[src/rtl/ir_pkg.sv]
// ir_pkg: default instruction field widths and field-slice helpers shared by
// the instruction register and the control sequencer.
package ir_pkg;

  localparam int unsigned OP_W   = 4;
  localparam int unsigned CC_W   = 4;
  localparam int unsigned ADDR_W = 12;
  localparam int unsigned IW     = OP_W + CC_W + 2 * ADDR_W;

  // Widest instruction word the slice helpers can handle
  localparam int unsigned MAX_W  = 64;

  typedef logic [MAX_W-1:0] word_t;

  // Low-order mask of w ones
  function automatic word_t field_mask(input int unsigned w);
    return (word_t'(1) << w) - word_t'(1);
  endfunction

  // Word layout, MSB first: op | cc | s_a | de_a
  function automatic word_t get_op(input word_t w, input int unsigned op_w,
                                   input int unsigned cc_w, input int unsigned addr_w);
    return (w >> (cc_w + 2 * addr_w)) & field_mask(op_w);
  endfunction

  function automatic word_t get_cc(input word_t w, input int unsigned cc_w,
                                   input int unsigned addr_w);
    return (w >> (2 * addr_w)) & field_mask(cc_w);
  endfunction

  function automatic word_t get_sa(input word_t w, input int unsigned addr_w);
    return (w >> addr_w) & field_mask(addr_w);
  endfunction

  function automatic word_t get_dea(input word_t w, input int unsigned addr_w);
    return w & field_mask(addr_w);
  endfunction

endpackage

[src/rtl/ir_fifo.sv]
// ir_fifo: circular prefetch queue of DEPTH words (DEPTH a power of two).
// clr empties the queue and takes priority over push and pop.
module ir_fifo
  import ir_pkg::*;
#(
  parameter  int unsigned WIDTH = 32,
  parameter  int unsigned DEPTH = 4,
  localparam int unsigned AW    = (DEPTH > 1) ? $clog2(DEPTH) : 1,
  localparam int unsigned LW    = $clog2(DEPTH + 1)
) (
  input  logic             clk,
  input  logic             rst,
  input  logic             clr,
  input  logic             push,
  input  logic             pop,
  input  logic [WIDTH-1:0] din,
  output logic [WIDTH-1:0] dout,
  output logic [LW-1:0]    level,
  output logic             full,
  output logic             empty
);

  logic [WIDTH-1:0] r_mem [DEPTH];
  logic [AW-1:0]    r_wptr;
  logic [AW-1:0]    r_rptr;
  logic [LW-1:0]    r_level;

  assign dout  = r_mem[r_rptr];
  assign level = r_level;
  assign full  = (r_level == LW'(DEPTH));
  assign empty = (r_level == '0);

  // Storage write; contents need no reset since level gates visibility
  always_ff @(posedge clk) begin
    if (push && !clr) r_mem[r_wptr] <= din;
  end

  // Pointers wrap naturally because DEPTH is a power of two
  always_ff @(posedge clk or posedge rst) begin
    if (rst) begin
      r_wptr  <= '0;
      r_rptr  <= '0;
      r_level <= '0;
    end else if (clr) begin
      r_wptr  <= '0;
      r_rptr  <= '0;
      r_level <= '0;
    end else begin
      if (push) r_wptr <= r_wptr + 1'b1;
      if (pop)  r_rptr <= r_rptr + 1'b1;
      case ({push, pop})
        2'b10:   r_level <= r_level + 1'b1;
        2'b01:   r_level <= r_level - 1'b1;
        default: r_level <= r_level;
      endcase
    end
  end

endmodule

[src/rtl/ir_queue.sv]
// ir_queue: instruction register fed by a prefetch queue. The current
// instruction is held in registered op/cc/s_a/de_a fields behind ir_fifo.
// Optional build macro IR_QUEUE_BYPASS_EN: an accepted push into an empty
// queue with a free current stage loads the fields directly (1-cycle latency).
module ir_queue
  import ir_pkg::*;
#(
  parameter  int unsigned OP_W   = ir_pkg::OP_W,
  parameter  int unsigned CC_W   = ir_pkg::CC_W,
  parameter  int unsigned ADDR_W = ir_pkg::ADDR_W,
  parameter  int unsigned DEPTH  = 4,
  localparam int unsigned IW     = OP_W + CC_W + 2 * ADDR_W,
  localparam int unsigned LW     = $clog2(DEPTH + 1)
) (
  input  logic              clock,
  input  logic              reset,
  input  logic              flush,
  input  logic              ir_cmd,
  input  logic [IW-1:0]     ir_datain,
  output logic              ir_ready,
  input  logic              ir_next,
  output logic              ir_valid,
  output logic [OP_W-1:0]   op,
  output logic [CC_W-1:0]   cc,
  output logic [ADDR_W-1:0] s_a,
  output logic [ADDR_W-1:0] de_a,
  output logic [LW-1:0]     level,
  output logic              ovf
);

  logic              r_valid;
  logic              r_ovf;
  logic [OP_W-1:0]   r_op;
  logic [CC_W-1:0]   r_cc;
  logic [ADDR_W-1:0] r_sa;
  logic [ADDR_W-1:0] r_dea;

  logic [IW-1:0]     w_dout;
  logic [LW-1:0]     w_level;
  logic              w_full;
  logic              w_empty;
  logic              w_accept;
  logic              w_slot;
  logic              w_bypass;
  logic              w_pop;
  logic              w_push;
  logic              w_load;
  logic [IW-1:0]     w_load_word;
  word_t             w_word;

  assign ir_ready = !w_full;
  assign w_accept = ir_cmd && ir_ready;
  assign w_slot   = !r_valid || ir_next;

`ifdef IR_QUEUE_BYPASS_EN
  assign w_bypass = w_accept && w_slot && w_empty && !flush;
`else
  assign w_bypass = 1'b0;
`endif

  // Flush suppresses every queue and field update in its cycle
  assign w_pop       = w_slot && !w_empty && !flush;
  assign w_push      = w_accept && !w_bypass && !flush;
  assign w_load      = w_pop || w_bypass;
  assign w_load_word = w_pop ? w_dout : ir_datain;
  assign w_word      = word_t'(w_load_word);

  ir_fifo #(
    .WIDTH (IW),
    .DEPTH (DEPTH)
  ) u_fifo (
    .clk   (clock),
    .rst   (reset),
    .clr   (flush),
    .push  (w_push),
    .pop   (w_pop),
    .din   (ir_datain),
    .dout  (w_dout),
    .level (w_level),
    .full  (w_full),
    .empty (w_empty)
  );

  // Current-instruction valid flag
  always_ff @(posedge clock or posedge reset) begin
    if (reset)        r_valid <= 1'b0;
    else if (flush)   r_valid <= 1'b0;
    else if (w_load)  r_valid <= 1'b1;
    else if (ir_next) r_valid <= 1'b0;
  end

  // Sticky overflow on a push attempted while the queue is full
  always_ff @(posedge clock or posedge reset) begin
    if (reset)                     r_ovf <= 1'b0;
    else if (flush)                r_ovf <= 1'b0;
    else if (ir_cmd && !ir_ready)  r_ovf <= 1'b1;
  end

  // Field registers change only on a load; flush leaves them stale
  always_ff @(posedge clock or posedge reset) begin
    if (reset) begin
      r_op  <= '0;
      r_cc  <= '0;
      r_sa  <= '0;
      r_dea <= '0;
    end else if (w_load) begin
      r_op  <= OP_W'(get_op(w_word, OP_W, CC_W, ADDR_W));
      r_cc  <= CC_W'(get_cc(w_word, CC_W, ADDR_W));
      r_sa  <= ADDR_W'(get_sa(w_word, ADDR_W));
      r_dea <= ADDR_W'(get_dea(w_word, ADDR_W));
    end
  end

  assign ir_valid = r_valid;
  assign op       = r_op;
  assign cc       = r_cc;
  assign s_a      = r_sa;
  assign de_a     = r_dea;
  assign level    = w_level;
  assign ovf      = r_ovf;

endmodule

[config.mk]
export PLATFORM = sky130hd
export DESIGN_NAME = ir_queue
export DESIGN_NICKNAME = d
export VERILOG_FILES = /design/src/rtl/ir_pkg.sv /design/src/rtl/ir_fifo.sv /design/src/rtl/ir_queue.sv
export SDC_FILE = /design/constraint.sdc
export NUM_CORES = 1
export LEC_CHECK = 0
export ABC_AREA = 1
export ABC_CLOCK_PERIOD_IN_PS = 4500
export CAP_MARGIN = 20
export CORE_MARGIN = 8
export CORE_UTILIZATION = 40
export CTS_BUF_LIST = sky130_fd_sc_hd__clkbuf_4
export DETAILED_ROUTE_END_ITERATION = 8
export GPL_TIMING_DRIVEN = 0
export SLEW_MARGIN = 40
export SYNTH_ARGS = -nofsm -noshare
export SYNTH_HDL_FRONTEND = slang
export SYNTH_SLANG_ARGS = --single-unit
[constraint.sdc]
create_clock -name clock -period 4.5 [get_ports clock]
set_input_delay 0.45 -clock clock [delete_from_list [all_inputs] [get_ports clock]]
set_output_delay 0.45 -clock clock [all_outputs]
set_load 0.05 [all_outputs]
Word-level counts from Yosys, hierarchy flattened
Memory sizes are Yosys's and may differ from the RTL's. A register that Yosys moved wholly into a read port is not among the register bits.
Cells that the tools add are included.
Cells by class
  muxes and demuxes: 13
  eq/ne operators: 3
  $add $sub $neg: 4
  reduce and logical (&&, ||, !) cells: 17
Operators by type and width (count)
  $mux W2: 4
  $mux W1: 7
  $logic_and A1 B1 Y1: 6
  $pmux W3 S2: 1
  $reduce_bool A2 Y1: 3
  $reduce_bool A3 Y1: 2
  $add A2 B1 Y2 const B: 2
  $logic_not A1 Y1: 4
  $add A3 B1 Y3 const B: 1
  $eq A3 B3 Y1 const B: 1
  $logic_not A3 Y1: 1
  $mux W3: 1
  $sub A3 B1 Y3 const B: 1
  $eq A2 B1 Y1 const B: 1
  $eq A2 B2 Y1 const B: 1
  $logic_or A1 B1 Y1: 1
Word-level totals
  memories kept: 1
  logic and storage cells: 43
  bits of input ports: 37
  output and inout port bits: 38
  bits in writable memories: 128
  register bits after elaboration: 9
Memory list
  u_fifo.r_mem: words 4, width 32, rd ports 1, clocked after memory_dff 1, wr ports 1, RTL line ir_fifo.sv:23  | logic [WIDTH-1:0] r_mem [DEPTH];

Logic depth before layout (Yosys ltp)
Gate-level depths: netlist of the first run.
  depth in word-level cells: 7
  depth in mapped cells: 12

Cells and area by module
A second synthesis of the first run with hierarchy kept.
Unflattened totals
  cells, all modules: 522
  area total of the unflattened synthesis: 6575.1 um2
Modules (own cells, without submodules)
  ir_fifo: seq. area each 4018.9 um2, cells each 371, instances 1, area an instance 5187.5 um2
  ir_queue: seq. area each 850.8 um2, cells each 151, instances 1, area an instance 1387.6 um2

Least setup slack after synthesis of the first run
Ideal clock, no wire load.
  path kind: register -> register
  start point: register u_fifo.r_level[0] (netlist: u_fifo.level[0])
  end point: memory u_fifo.r_mem[0][0], enable pin
  stages on the path, launching flop included: 7
  clock period less this slack: 3.271 ns
  setup time: 0.421 ns
  arrival time: 2.850 ns
  path slack: 1.229 ns
  buffers on the path: 0
  path through: dfrtp_1 > nor2_4 > nand2_2 > nand2_2 > nor2_1 > inv_1 > nor2_1
Between the ends
  word-level cells in the longest chain between the ends: 7
RTL lines
  start, declared: RTL line ir_fifo.sv:26  | logic [LW-1:0] r_level;
  start signal, assigned: RTL line ir_fifo.sv:52  | 2'b10: r_level <= r_level + 1'b1;
  start signal, assigned: RTL line ir_fifo.sv:53  | 2'b01: r_level <= r_level - 1'b1;
  start signal, assigned: RTL line ir_fifo.sv:54  | default: r_level <= r_level;
  $eq A3 B3 Y1: RTL line ir_fifo.sv:30  | assign full = (r_level == LW'(DEPTH));
  $logic_not A1 Y1: RTL line ir_queue.sv:51  | assign ir_ready = !w_full;
  named net ir_ready: RTL line ir_queue.sv:20  | output logic ir_ready,
  $logic_and A1 B1 Y1: RTL line ir_queue.sv:52  | assign w_accept = ir_cmd && ir_ready;
  $logic_and A1 B1 Y1: RTL line ir_queue.sv:63  | assign w_push = w_accept && !w_bypass && !flush;
  $logic_and A1 B1 Y1: RTL line ir_fifo.sv:35  | if (push && !clr) r_mem[r_wptr] <= din;
  $mux W1: RTL line ir_fifo.sv:35
  $mux W1 (not written as such): RTL line ir_fifo.sv:35
  end, declared: RTL line ir_fifo.sv:23
The timed path passes the listed nets, and every way through them passes these cells.

Worst setup path after layout of the first run
  start point: register u_fifo.r_level[0] (netlist: u_fifo.level[0])
  end point: output ir_ready
Between the ends
  word-level cells in the longest chain between the ends: 2
RTL lines (RTL line)
  $eq A3 B3 Y1: ir_fifo.sv:30
  $logic_not A1 Y1: ir_queue.sv:51
  end, declared: ir_queue.sv:20
Every way passes these cells.

==> impl_metrics.json, run 1 <==
{
  "holdWs_ns": 0.141,
  "fin_skew_ns": 0.0165,
  "drtAntennaViolNets": 0,
  "place_hpwl_um": 10100,
  "first_global_vias": 4449,
  "cts_buffers": 17,
  "max_stage_delay_ns": 0.81,
  "dieArea_mm2": 0.0206,
  "rsz0062_at_grt": "false",
  "wl_met3_um": 970,
  "syn_area_mm2": 0.00650,
  "placed_area_mm2": 0.00772,
  "synthXorXnorAreaFrac": 0.00135,
  "grt_max_degree": 32,
  "vias": 4248,
  "synth-simple-area-share": 0.119,
  "setup_viol": 0,
  "drt-met1-wl_um": 6600,
  "relSlewSlack": 0.619,
  "cp.arrival_ns": 2.07,
  "drt_wl_total_um": 15200,
  "slowest_stage": "clkdlybuf4s50_1",
  "synth_compound_area_frac": 0.0887,
  "synthCells": 519,
  "gp_congestion": 0.712,
  "final_max_slew_viol_count": 0,
  "ys_seq_area_frac": 0.749,
  "synth_top_family_by_area": "simple AND/OR/NAND/NOR gates",
  "finalWorstSetupSlack_ns": 1.98,
  "clockBufferDepth": 2,
  "fin_crit_ns": 2.52,
  "clkSinkCount": 169,
  "mostFrequentLayoutCells": "128 x edfxtp_1, 111 x nand2_1, 74 x clkdlybuf4s50_1, 68 x nor2_1, 66 x o21ai_0",
  "initial_core_util": 0.409,
  "die_height_um": 143,
  "rows": 46,
  "cts_resized": 0,
  "worstSetupPathType": "flop to output pin",
  "final_nets": 663,
  "clk_latency_ns": 0.55,
  "post-route-drc-count": 0,
  "dp_slack_ns": 1.93,
  "die_x_um": 143,
  "antenna_found_initial": 0,
  "drive_gt1_frac": 0.125,
  "syn2layout_area_growth_pct": 23.1,
  "fin_setup_tns_ns": 0,
  "grt_pass1_wl_um": 24300,
  "critPathLaunchType": "flop",
  "timing.final.crit_share": 0.559,
  "syn_nets": 561,
  "required_ns": 4.05,
  "ctsHoldBuffers": 0,
  "powerDensity_mw_per_mm2": 606,
  "tightestPinTransition_ns": 0.572,
  "synth_seq_cells": 169,
  "crit_path_cell_trace": "nor2_4, nand2_2, clkdlybuf4s50_1",
  "antennaDiodeCount": 0,
  "grt_usage": 0.158,
  "fmax_ghz": 0.397,
  "core-area_mm2": 0.0159,
  "hold_violations": 0,
  "portBuffers": 74,
  "top_layer_used": "met4",
  "pin_count": 75,
  "synthAdderAreaFrac": 0.0108,
  "via_per_inst": 5.00,
  "postCtsSetupBuffers": 0,
  "firstDrtPassIters": 5,
  "worst_setup_path_end_kind": "output pin",
  "status": "finished clean",
  "crit_fanout": 5,
  "fin_area_mm2": 0.00800,
  "cts_tree": "yes",
  "synth_mux_area_frac": 0,
  "ys_warn_count": 0,
  "root_buffer": "clkbuf_4",
  "ys_types": 24,
  "grt_overflow": 0,
  "drt_iter0_drc": 304,
  "wl_met2_um": 7320,
  "routedWlPerCell_um": 17.8,
  "maxCapViolations": 0,
  "ir_drop_mv": 0.364,
  "leakage_uw": 0.00300,
  "final_common_cell": "edfxtp_1",
  "synthesis.area_per_instance_um2": 12.5,
  "htreeDepth": 4,
  "clkSlewWorstSetupHoldPaths_ns": 0.14,
  "holdCritPathClass": "input pin to asynchronous set/reset pin"
}
final timing paths:
| path | end | cells past startpoint | slack [ns] | from |
|---|---|---|---|---|
| min reg2reg | de_a[2]$_DFFE_PP0P_ | 2 | 0.49 | de_a[2]$_DFFE_PP0P_ |
| max | ir_ready | 3 | 1.98 | u_fifo.level[0]$_DFFE_PP0P_ |
| min in group clock | de_a[2]$_DFFE_PP0P_ | 2 | 0.49 | de_a[2]$_DFFE_PP0P_ |
| max reg2reg | u_fifo.r_mem[1][27]$_DFFE_PP_ | 8 | 2.22 | u_fifo.level[0]$_DFFE_PP0P_ |
| max in group asynchronous | s_a[10]$_DFFE_PP0P_ | 3 | 3.92 | reset |
| min | de_a[10]$_DFFE_PP0P_ | 2 | 0.14 | reset |
registers in the layout (all words and copies together) (netlist names):
signal	count
ovf	1
s_a	12
u_fifo.level	3
op	4
cc	4
u_fifo.r_mem	128
u_fifo.r_wptr	2
de_a	12
ir_valid	1
u_fifo.r_rptr	2
layout make-up:
class / count / area [um^2]
fill: 1465 / 7890
sequential: 169 / 4870
multi-input combinational: 305 / 1460
timing repair buffer: 83 / 918
tap: 216 / 270
clock inverter: 15 / 151
clock buffer: 17 / 128
buffer: 25 / 126
inverter: 20 / 77.6
worst max-delay path: cells and delay by family, from the launching register on:
kind / cells / cell delay [ns]
AND/OR/NAND/NOR: 2 / 0.17
buffers and inverters: 1 / 0.81
flip-flops: 1 / 0.53
layer usage:
layer	up-vias	GRT usage
li1	2019	-
met1	2077	0.192
met5	-	0
met4	0	0.0620
met3	22	0.0481
met2	130	0.259
per-stage QoR:
stage	util	total power [uW]	std cells
final	0.504	4850	850
after global routing	0.504	5130	850
after global placement	0.473	3980	809
after floorplan	-	3320	519
after detailed placement	0.486	4030	818
after CTS	0.504	4890	850
cells by family after synthesis:
| kind of cell | after synthesis |
|---|---|
| AND/OR/NAND/NOR | 194 |
| flip-flops | 169 |
| AO/OA/AOI/OAI | 105 |
| buffers and inverters | 45 |
| adder cells (fa/ha/maj) | 5 |
| XOR/XNOR | 1 |
report_power, final:
group	internal (uW)	total (uW)	switching, uW
clock	329	861	531
sequential	1910	2030	123
combinational	618	1960	1340
total	2860	4850	1990
Yosys cell counts:
library cell	count	area [um^2]
a21oi_2	2	17.5
o22ai_1	32	200
nand2_2	6	37.5
o21ai_2	1	8.76
clkbuf_1	9	33.8
nand3_4	1	17.5
dfrtp_1	41	1030
ha_1	4	50.1
nand3_1	2	10.0
o21ai_0	66	330
o21ai_1	2	10.0
clkbuf_2	1	5.00
edfxtp_1	128	3840
buf_2	10	50.1
nor2_4	1	11.3
nor2_1	72	270
buf_4	5	37.5
nand3_2	1	10.0
fa_1	1	20.0
nand2_1	111	417
inv_1	15	56.3
inv_2	5	18.8
a21oi_1	2	10.0
xnor2_1	1	8.76
No activity file was read; power rests on OpenSTA's default activity.
==> run 2, diff against run 1 <==
--- a/config.mk
+++ b/config.mk
@@ -6,7 +6,7 @@
 export NUM_CORES = 1
 export LEC_CHECK = 0
 export ABC_AREA = 1
-export ABC_CLOCK_PERIOD_IN_PS = 4500
+export ABC_CLOCK_PERIOD_IN_PS = 2500
 export CAP_MARGIN = 20
 export CORE_MARGIN = 8
 export CORE_UTILIZATION = 40
==> constraint.sdc (replaced) <==
create_clock -name clock -period 2.5 [get_ports clock]
set_input_delay 0.25 -clock clock [delete_from_list [all_inputs] [get_ports clock]]
set_output_delay 0.25 -clock clock [all_outputs]
set_load 0.05 [all_outputs]
==> run 2 against run 1 <==
Against the previous run: non-clock buffer count up 1; register-to-register slack worse by 1.8 ns; clock power up 68%; core utilization up 0.16 points; final area up 0.31%; clock skew up 0.0044 ns; via count up 0.42%; die area unchanged; global-route usage down 0.41 points; sequential cell count unchanged; critical path type unchanged; largest power group unchanged.
==> impl_metrics.json, run 2 (same netlist as run 1, synthesis figures left out) <==
{
  "sw_frac_of_total": 0.404,
  "die_x_um": 143,
  "endpoint": "ir_ready",
  "clkSlewWorstSetupHoldPaths_ns": 0.14,
  "mostFrequentLayoutCells": "128 x edfxtp_1, 111 x nand2_1, 74 x clkdlybuf4s50_1, 68 x nor2_1, 66 x o21ai_0",
  "fin_crit_ns": 2.28,
  "core-area_mm2": 0.0159,
  "maxCapViolations": 0,
  "final_common_cell": "edfxtp_1",
  "portBuffers": 74,
  "place_hpwl_um": 9940,
  "post-route-drc-count": 0,
  "dieArea_mm2": 0.0206,
  "p_clk_frac": 0.168,
  "first_global_vias": 4360,
  "final_max_slew_viol_count": 0,
  "powerDensity_mw_per_mm2": 1070,
  "ir_drop_mv": 0.604,
  "drt_wl_total_um": 15000,
  "final_cell_count_no_fill": 852,
  "leakage_uw": 0.00302,
  "worst_setup_path_end_kind": "output pin",
  "holdCritPathClass": "input pin to flop",
  "placed_cells": 818,
  "rsz0062_at_grt": "false",
  "use_met3": 0.0382,
  "crit_fanout": 5,
  "r2r_setup_slack_ns": 0.43,
  "holdWs_ns": 0.330,
  "status": "finished clean",
  "hold_violations": 0,
  "regMostFlops": "u_fifo.r_mem",
  "grt_overflow": 0,
  "rows": 46,
  "cp-startpoint": "u_fifo.level[0]$_DFFE_PP0P_",
  "clk_latency_ns": 0.56,
  "relSlewSlack": 0.645,
  "largest_reg_flops": 128,
  "vias": 4266,
  "timing.final.crit_share": 0.912,
  "syn2layout_area_growth_pct": 23.5,
  "routedWlPerCell_um": 17.6,
  "pin_count": 75,
  "grt_usage": 0.154,
  "firstDrtPassIters": 4,
  "tightestPinTransition_ns": 0.533,
  "r2r_cells": 7,
  "via_per_inst": 5.01,
  "setup_viol": 0,
  "antenna_found_initial": 0,
  "final_nets": 664,
  "busiest_layer": "met2",
  "drive_gt1_frac": 0.124,
  "reg2reg_to": "u_fifo.r_mem[1][29]$_DFFE_PP_",
  "critPathLaunchType": "flop",
  "clkSinkCount": 169,
  "p_sw_uw": 3480,
  "htreeDepth": 4,
  "combPwrFrac": 0.409,
  "grtUsageMet1": 0.192,
  "root_buffer": "clkbuf_4",
  "worstSetupPathType": "flop to output pin",
  "grt_max_degree": 40,
  "clockBufferDepth": 2,
  "cts_tree": "yes",
  "gp_congestion": 0.763,
  "seqPwrFrac": 0.423,
  "grt_pass1_wl_um": 23700,
  "cp.arrival_ns": 2.03,
  "required_ns": 2.25,
  "fin_util": 0.505,
  "cts_buffers": 17,
  "die_height_um": 143,
  "fmax_ghz": 0.439,
  "rr_startpoint": "u_fifo.level[0]$_DFFE_PP0P_",
  "drt_iter0_drc": 359,
  "initial_core_util": 0.409,
  "drtAntennaViolNets": 0,
  "fin_skew_ns": 0.0209,
  "p_int_uw": 5130,
  "use_met2": 0.253,
  "cts_resized": 0
}
[run 2: power by group through the flow]
stage	sequential, uW	clock, uW	combinational [uW]
5_1_grt	3700	1600	3820
4_1_cts	3650	1490	3570
3_3_place_gp	3700	0	3450
2_1_floorplan	4650	0	1330
6_report	3640	1450	3520
3_5_place_dp	3710	0	3560
[run 2: area by class of cell]
class	instances	area, um^2
well taps	216	270
diodes	1	2.50
clock inverters	8	73.8
inverters	20	77.6
fillers	1433	7860
plain buffers	25	126
clock buffers	24	180
repair buffers	84	966
multi-input cells	305	1460
flip-flops and latches	169	4870
[run 2: how the worst min path moves through the flow]
stage | startpoint | endpoint | slack [ns] | cells past startpoint
final | ir_datain[17] | u_fifo.r_mem[0][17]$_DFFE_PP_ | 0.33 | 1
after global routing | ir_datain[0] | u_fifo.r_mem[2][0]$_DFFE_PP_ | 0.28 | 1
after CTS | ir_datain[0] | u_fifo.r_mem[0][0]$_DFFE_PP_ | 0.28 | 1
after detailed placement | op[2]$_DFFE_PP0P_ | op[2]$_DFFE_PP0P_ | 0.46 | 2
after global placement | de_a[3]$_DFFE_PP0P_ | de_a[3]$_DFFE_PP0P_ | 0.46 | 2
after floorplan | flush | ovf$_DFFE_PP0P_ | 0.31 | 1
[run 2: layer usage]
metal / vias to the layer above / share of wire
met5: - / 0
met4: 0 / 0.018
met3: 19 / 0.057
met2: 122 / 0.49
met1: 2106 / 0.43
li1: 2019 / -
[run 2: worst max-delay path, stage by stage, from the launching register on]
cell and delay [ns]:
dfrtp_1 0.52, nor2_4 0.09, nand2_2 0.08, clkdlybuf4s50_1 0.80
[run 2: timing repair]
action,4_1_cts,5_1_grt
setup buffers,0,0
hold endpoints to repair,2,0
hold buffers,1,0
[run 2: per-stage QoR]
step | total power (uW) | TNS [ns] | area [um^2] | setup WS [ns]
4_1_cts | 8710 | 0 | 8020 | 0.152
3_3_place_gp | 7150 | -83.89 | 7520 | -0.690
6_report | 8610 | 0 | 8030 | 0.221
5_1_grt | 9120 | 0 | 8020 | 0.111
3_5_place_dp | 7270 | 0 | 7760 | 0.310
2_1_floorplan | 5980 | -34.71 | 6510 | -0.271
==> RTL edit 1: new RTL, flow settings as in run 2 <==
Put a register stage on the output `level`, cleared by the reset. The value now appears one clock later. The other outputs are not delayed to match.
--- a/src/rtl/ir_queue.sv
+++ b/src/rtl/ir_queue.sv
@@ -27,6 +27,8 @@
   output logic [LW-1:0]     level,
   output logic              ovf
 );
+
+  logic [LW-1:0] level_d;
 
   logic              r_valid;
   logic              r_ovf;
@@ -116,8 +118,16 @@
   assign cc       = r_cc;
   assign s_a      = r_sa;
   assign de_a     = r_dea;
-  assign level    = w_level;
+  assign level_d  = w_level;
   assign ovf      = r_ovf;
+
+  always_ff @(posedge clock or posedge reset) begin
+    if (reset) begin
+      level <= '0;
+    end else begin
+      level <= level_d;
+    end
+  end
 
 endmodule
 
Formal check against the unedited RTL: not equivalent (Yosys sat finds a counterexample within 4 cycles, from zero or initial values and one cycle with reset high).
==> RTL edit 1 against run 2 <==
- sequential cell count increased by 3
- critical path type unchanged
- synthesized cell count decreased by 6.4%
- total power increased by 1.1%
- largest cell class unchanged
- routed wire length decreased by 6.3%
- critical endpoint unchanged
- area after synthesis increased by 2.1%
- setup slack improved by 0.0084 ns
- first-iteration DRC count decreased by 49%
- design area increased by 1.9%
==> RTL edit 1: results (changes against run 2) <==
Drt
  • 1st-pass router iterations: 5 (was 4)
  • WL/cell: 17.0 um (was 17.6 um)
  • Vias per cell: 4.83 (was 5.01)
  • Routed via count: 3,979 (was 4,266)

Cells and area
  • Non-clk invs: 19 (was 20)
  • # clk buffers: 17 (was 24)
  • Clock-cell share: 0.0330 (was 0.0316)
  • Non-CTS buffers: 107 (was 109)
  • Multi-input logic area: 1500 um^2 (was 1460 um^2)
  • FF/Latch Area: 4940 um^2 (was 4870 um^2)
  • Fraction of cell area in non-clock buffers: 0.136 (about the same)
  • Layout cell share with drive strength beyond 1: 0.121 (was 0.124)

Placed design
  • Dpl hpwl: 9360 um (was 9940 um)
  • Placed instance count: 789 (was 818)
  • Setup WS pre-CTS: 0.214 ns (was 0.310 ns)
  • GP Congestion: 0.715 (was 0.763)

Power
  • Leak: 3.05 nW (was 3.02 nW)
  • Switching power: 3.50 mW (was 3.48 mW)
  • Sequential power: 3.71 mW (was 3.64 mW)
  • Pwr Density: 1060 nW/um^2 (was 1070 nW/um^2)

Status
  • Status: complete, no violations (unchanged)

Synthesis
  • Post-synthesis instance total: 486 (was 519)
  • Register area share after synthesis: 0.745 (was 0.749)
  • Fraction of registers with async set/reset: 0.256 (was 0.243)
  • Syn Nets: 528 (was 561)
  • Synth area leaders: edfxtp_1 (58%), dfrtp_1 (17%), nand2_1 (6.2%), mux2i_1 (4.8%), o22ai_1 (3.0%) (was edfxtp_1 (59%), dfrtp_1 (16%), nand2_1 (6.4%), o21ai_0 (5.1%), nor2_1 (4.2%))
  • Synth unique cells: 28 (was 24)

GRT
  • GR Layer Usage met3: 0.0381 (was 0.0382)
  • Largest net degree at the start of global routing: 37 (was 40)
  • Met2 GRT Util: 0.235 (was 0.253)
  • Antenna violations before repair: 1 (was 0)

Worst setup path
  • R2R Path End: u_fifo.r_mem[2][17]$_DFFE_PP_ (was u_fifo.r_mem[1][29]$_DFFE_PP_)
  • Reg2Reg Depth: 8 (was 7)

STA
  • Final hold slack: 0.308 ns (was 0.330 ns)
  • Max-slew headroom: 0.616 (was 0.645)

Clock network
  • Num Clock Sinks: 172 (was 169)

Floorplan
  • N_taps: 220 (was 216)

Min path
  • Hold Path End: ovf$_DFFE_PP0P_ (was u_fifo.r_mem[0][17]$_DFFE_PP_)
==> RTL edit 1: layer usage <==
| layer | up-vias | wire length, um |
|---|---|---|
| met5 | - | 0 |
| met4 | 0 | 221 |
| met3 | 17 | 990 |
| met2 | 116 | 7170 |
| met1 | 1919 | 5640 |
| li1 | 1927 | - |
==> RTL edit 1: timing repair <==
item                                   in CTS  in global routing
endpoints found under the hold margin       8                  0
gates resized for setup                     0                  0
hold buffers                                1                  0
==> RTL edit 1: how the worst max path moves through the flow <==
stage,slack [ns],to,startpoint,cells after the start
after floorplan,-0.42,u_fifo.r_mem[0][0]$_DFFE_PP_,u_fifo.level[0]$_DFFE_PP0P_,6
after global placement,-1.61,u_fifo.r_mem[0][12]$_DFFE_PP_,ir_cmd,5
after detailed placement,0.21,u_fifo.r_mem[2][15]$_DFFE_PP_,ir_cmd,7
after CTS,0.14,ir_ready,u_fifo.level[0]$_DFFE_PP0P_,3
after global routing,0.07,ir_ready,u_fifo.level[0]$_DFFE_PP0P_,3
final,0.23,ir_ready,u_fifo.level[0]$_DFFE_PP0P_,3
==> RTL edit 1: critical path, cell delays in order (launching register included) <==
cell and delay, ns:
dfrtp_1 0.49, nor2_4 0.21, nand2_2 0.08, clkdlybuf4s50_1 0.70
==> RTL edit 1: kinds of logic (layout without fill, tap and decap cells) <==
| family | after synthesis | after routing | synth area share |
|---|---|---|---|
| buffers and inverters | 42 | 158 | 0.0324 |
| flip-flops | 172 | 172 | 0.745 |
| XOR/XNOR | 2 | 2 | 0.00264 |
| multiplexers | 32 | 32 | 0.0483 |
| AND/OR/NAND/NOR | 160 | 160 | 0.0973 |
| other | 0 | 1 | 0 |
| adder cells (fa/ha/maj) | 5 | 5 | 0.0106 |
| AO/OA/AOI/OAI | 73 | 73 | 0.0634 |
==> RTL edit 2: new RTL, settings of run 2 <==
Made on the original files. `DEPTH` is set to 4 in 2 places; all go to 16.
--- a/src/rtl/ir_fifo.sv
+++ b/src/rtl/ir_fifo.sv
@@ -4,7 +4,7 @@
   import ir_pkg::*;
 #(
   parameter  int unsigned WIDTH = 32,
-  parameter  int unsigned DEPTH = 4,
+  parameter  int unsigned DEPTH = 16,
   localparam int unsigned AW    = (DEPTH > 1) ? $clog2(DEPTH) : 1,
   localparam int unsigned LW    = $clog2(DEPTH + 1)
 ) (
--- a/src/rtl/ir_queue.sv
+++ b/src/rtl/ir_queue.sv
@@ -8,7 +8,7 @@
   parameter  int unsigned OP_W   = ir_pkg::OP_W,
   parameter  int unsigned CC_W   = ir_pkg::CC_W,
   parameter  int unsigned ADDR_W = ir_pkg::ADDR_W,
-  parameter  int unsigned DEPTH  = 4,
+  parameter  int unsigned DEPTH  = 16,
   localparam int unsigned IW     = OP_W + CC_W + 2 * ADDR_W,
   localparam int unsigned LW     = $clog2(DEPTH + 1)
 ) (
Interface: changed (resized level); port bits go from 75 to 77. The function was not compared with the original's and may differ.
==> RTL edit 2 against run 2 <==
- critical endpoint is now de_a[4]
- utilization shrank 2.0 points
- design area rose to 3.4 times the old value
- routed wire length rose to 4.5 times the old value
- sequential power rose to 3.0 times the old value
- total power grew to 3.3 times the old value
- largest cell class unchanged
- area after synthesis increased to 3.5 times the old value
- global-route usage grew 5.3 points
- setup slack lost 0.095 ns
- sequential cell count up 390
- highest routed layer unchanged
- largest power group unchanged
- critical path type unchanged
==> RTL edit 2: results (changes against run 2) <==
Synthesis
  • EDFF count, synth: 512 (was 128)
  • Syn Nets: 1,990 (was 561)
  • Synth area leaders: edfxtp_1 (67%), nand2_1 (13%), nand3_1 (8.6%), dfrtp_1 (5.2%), buf_2 (1.3%) (was edfxtp_1 (59%), dfrtp_1 (16%), nand2_1 (6.4%), o21ai_0 (5.1%), nor2_1 (4.2%))
  • Fraction of registers with async set/reset: 0.0841 (was 0.243)
  • Post-synthesis instance total: 1,944 (was 519)
  • Register area share after synthesis: 0.726 (was 0.749)
  • Synth unique cells: 34 (was 24)

GRT
  • Global Route Usage Sum: 0.207 (was 0.154)
  • Largest net degree at the start of global routing: 28 (was 40)
  • Antenna violations before repair: 2 (was 0)
  • Met2 GRT Util: 0.338 (was 0.253)
  • GR Layer Usage met3: 0.0476 (was 0.0382)
  • M1 GR Usage: 0.264 (was 0.192)
  • First-pass GRT wire length: 97,900 um (was 23,700 um)

Worst setup path
  • Critical Path End: de_a[4] (was ir_ready)
  • CP max stage delay: 0.82 ns (was 0.80 ns)
  • R2R Path End: u_fifo.level[4]$_DFFE_PP0P_ (was u_fifo.r_mem[1][29]$_DFFE_PP_)
  • CP Launch Point: de_a[4]$_DFFE_PP0P_ (was u_fifo.level[0]$_DFFE_PP0P_)
  • CP Max Fanout: 2 (was 5)
  • Reg-to-reg setup timing slack: 0.23 ns (was 0.43 ns)

Cells and area
  • Non-Filler Instances: 3,056 (was 852)
  • Fillers: 5,087 (was 1,433)
  • Max reg flops: 512 (was 128)

Clock network
  • Clock Latency Late Sink: 0.97 ns (was 0.56 ns)
  • TritonCTS buffer count: 144 (was 17)
  • Post-cts gate resize count: 9 (was 0)
  • Reg clk slew, reported paths: 0.06 ns (was 0.14 ns)
  • Hold buffers post-CTS: 3 (was 1)
  • Clock buffer depth: 3 (was 2)

Power
  • Sw Share: 0.358 (was 0.404)
  • Worst vdd ir: 0.648 mV (was 0.604 mV)
  • Comb power: 8.81 mW (was 3.52 mW)
  • Clk pwr: 8.37 mW (was 1.45 mW)
  • Leak: 10.5 nW (was 3.02 nW)
  • Sequential power: 10.9 mW (was 3.64 mW)

Placed design
  • Setup WS pre-CTS: -0.306 ns (was 0.310 ns)
  • GP Congestion: 0.809 (was 0.763)
  • Placed instance count: 2,811 (was 818)
  • Dpl hpwl: 43,500 um (was 9940 um)
  • Port Buffers: 76 (was 74)
  • Area after DPL: 25,400 um^2 (was 7760 um^2)

Drt
  • Routed via count: 16,100 (was 4,266)
  • Routed WL: 66,700 um (was 15,000 um)
  • Max layer used: met4 (unchanged)
  • Routed wl met2: 32,100 um (was 7370 um)
  • M1 wire length: 26,800 um (was 6480 um)
  • Drt initial violations: 1,649 (was 359)
  • 1st-pass router iterations: 7 (was 4)

STA
  • Fmax: 421 MHz (was 439 MHz)
  • Max-slew headroom: 0.439 (was 0.645)

Min path
  • Hold path depth: 2 (was 1)
  • Hold Path End: ovf$_DFFE_PP0P_ (was u_fifo.r_mem[0][17]$_DFFE_PP_)

Status
  • Status: complete, no violations (unchanged)
[RTL edit 2: cell count changes after synthesis, moves of 10 or more]
cell	delta
nand2_1	+683
nand3_1	+391
edfxtp_1	+384
o21ai_0	-58
nor2_1	-52
buf_2	+48
o22ai_1	-32
buf_6	+23
buf_4	+10
[RTL edit 2: kinds of logic (layout without fill, tap and decap cells)]
group,count (synthesis),in the layout,share of synthesized area
fa+ha+maj,9,9,0.00527
compound gates,19,19,0.00445
buf+inv,131,485,0.0362
simple gates,1224,1224,0.227
other cells,0,2,0
xor+xnor,2,2,0.000769
flops,559,559,0.726
[RTL edit 2: area by class of cell]
class                           count  area, um^2  area share
Sequential cell                   559       16600       0.606
Antenna cell                        2        5.00    0.000183
Timing Repair Buffer              116        1530      0.0561
Clock inverter                     27         339      0.0124
Buffer                            113         754      0.0276
Inverter                           18        75.1     0.00275
Clock buffer                      211        1580      0.0580
Multi-Input combinational cell   1254        5540       0.203
Tap cell                          756         946      0.0346
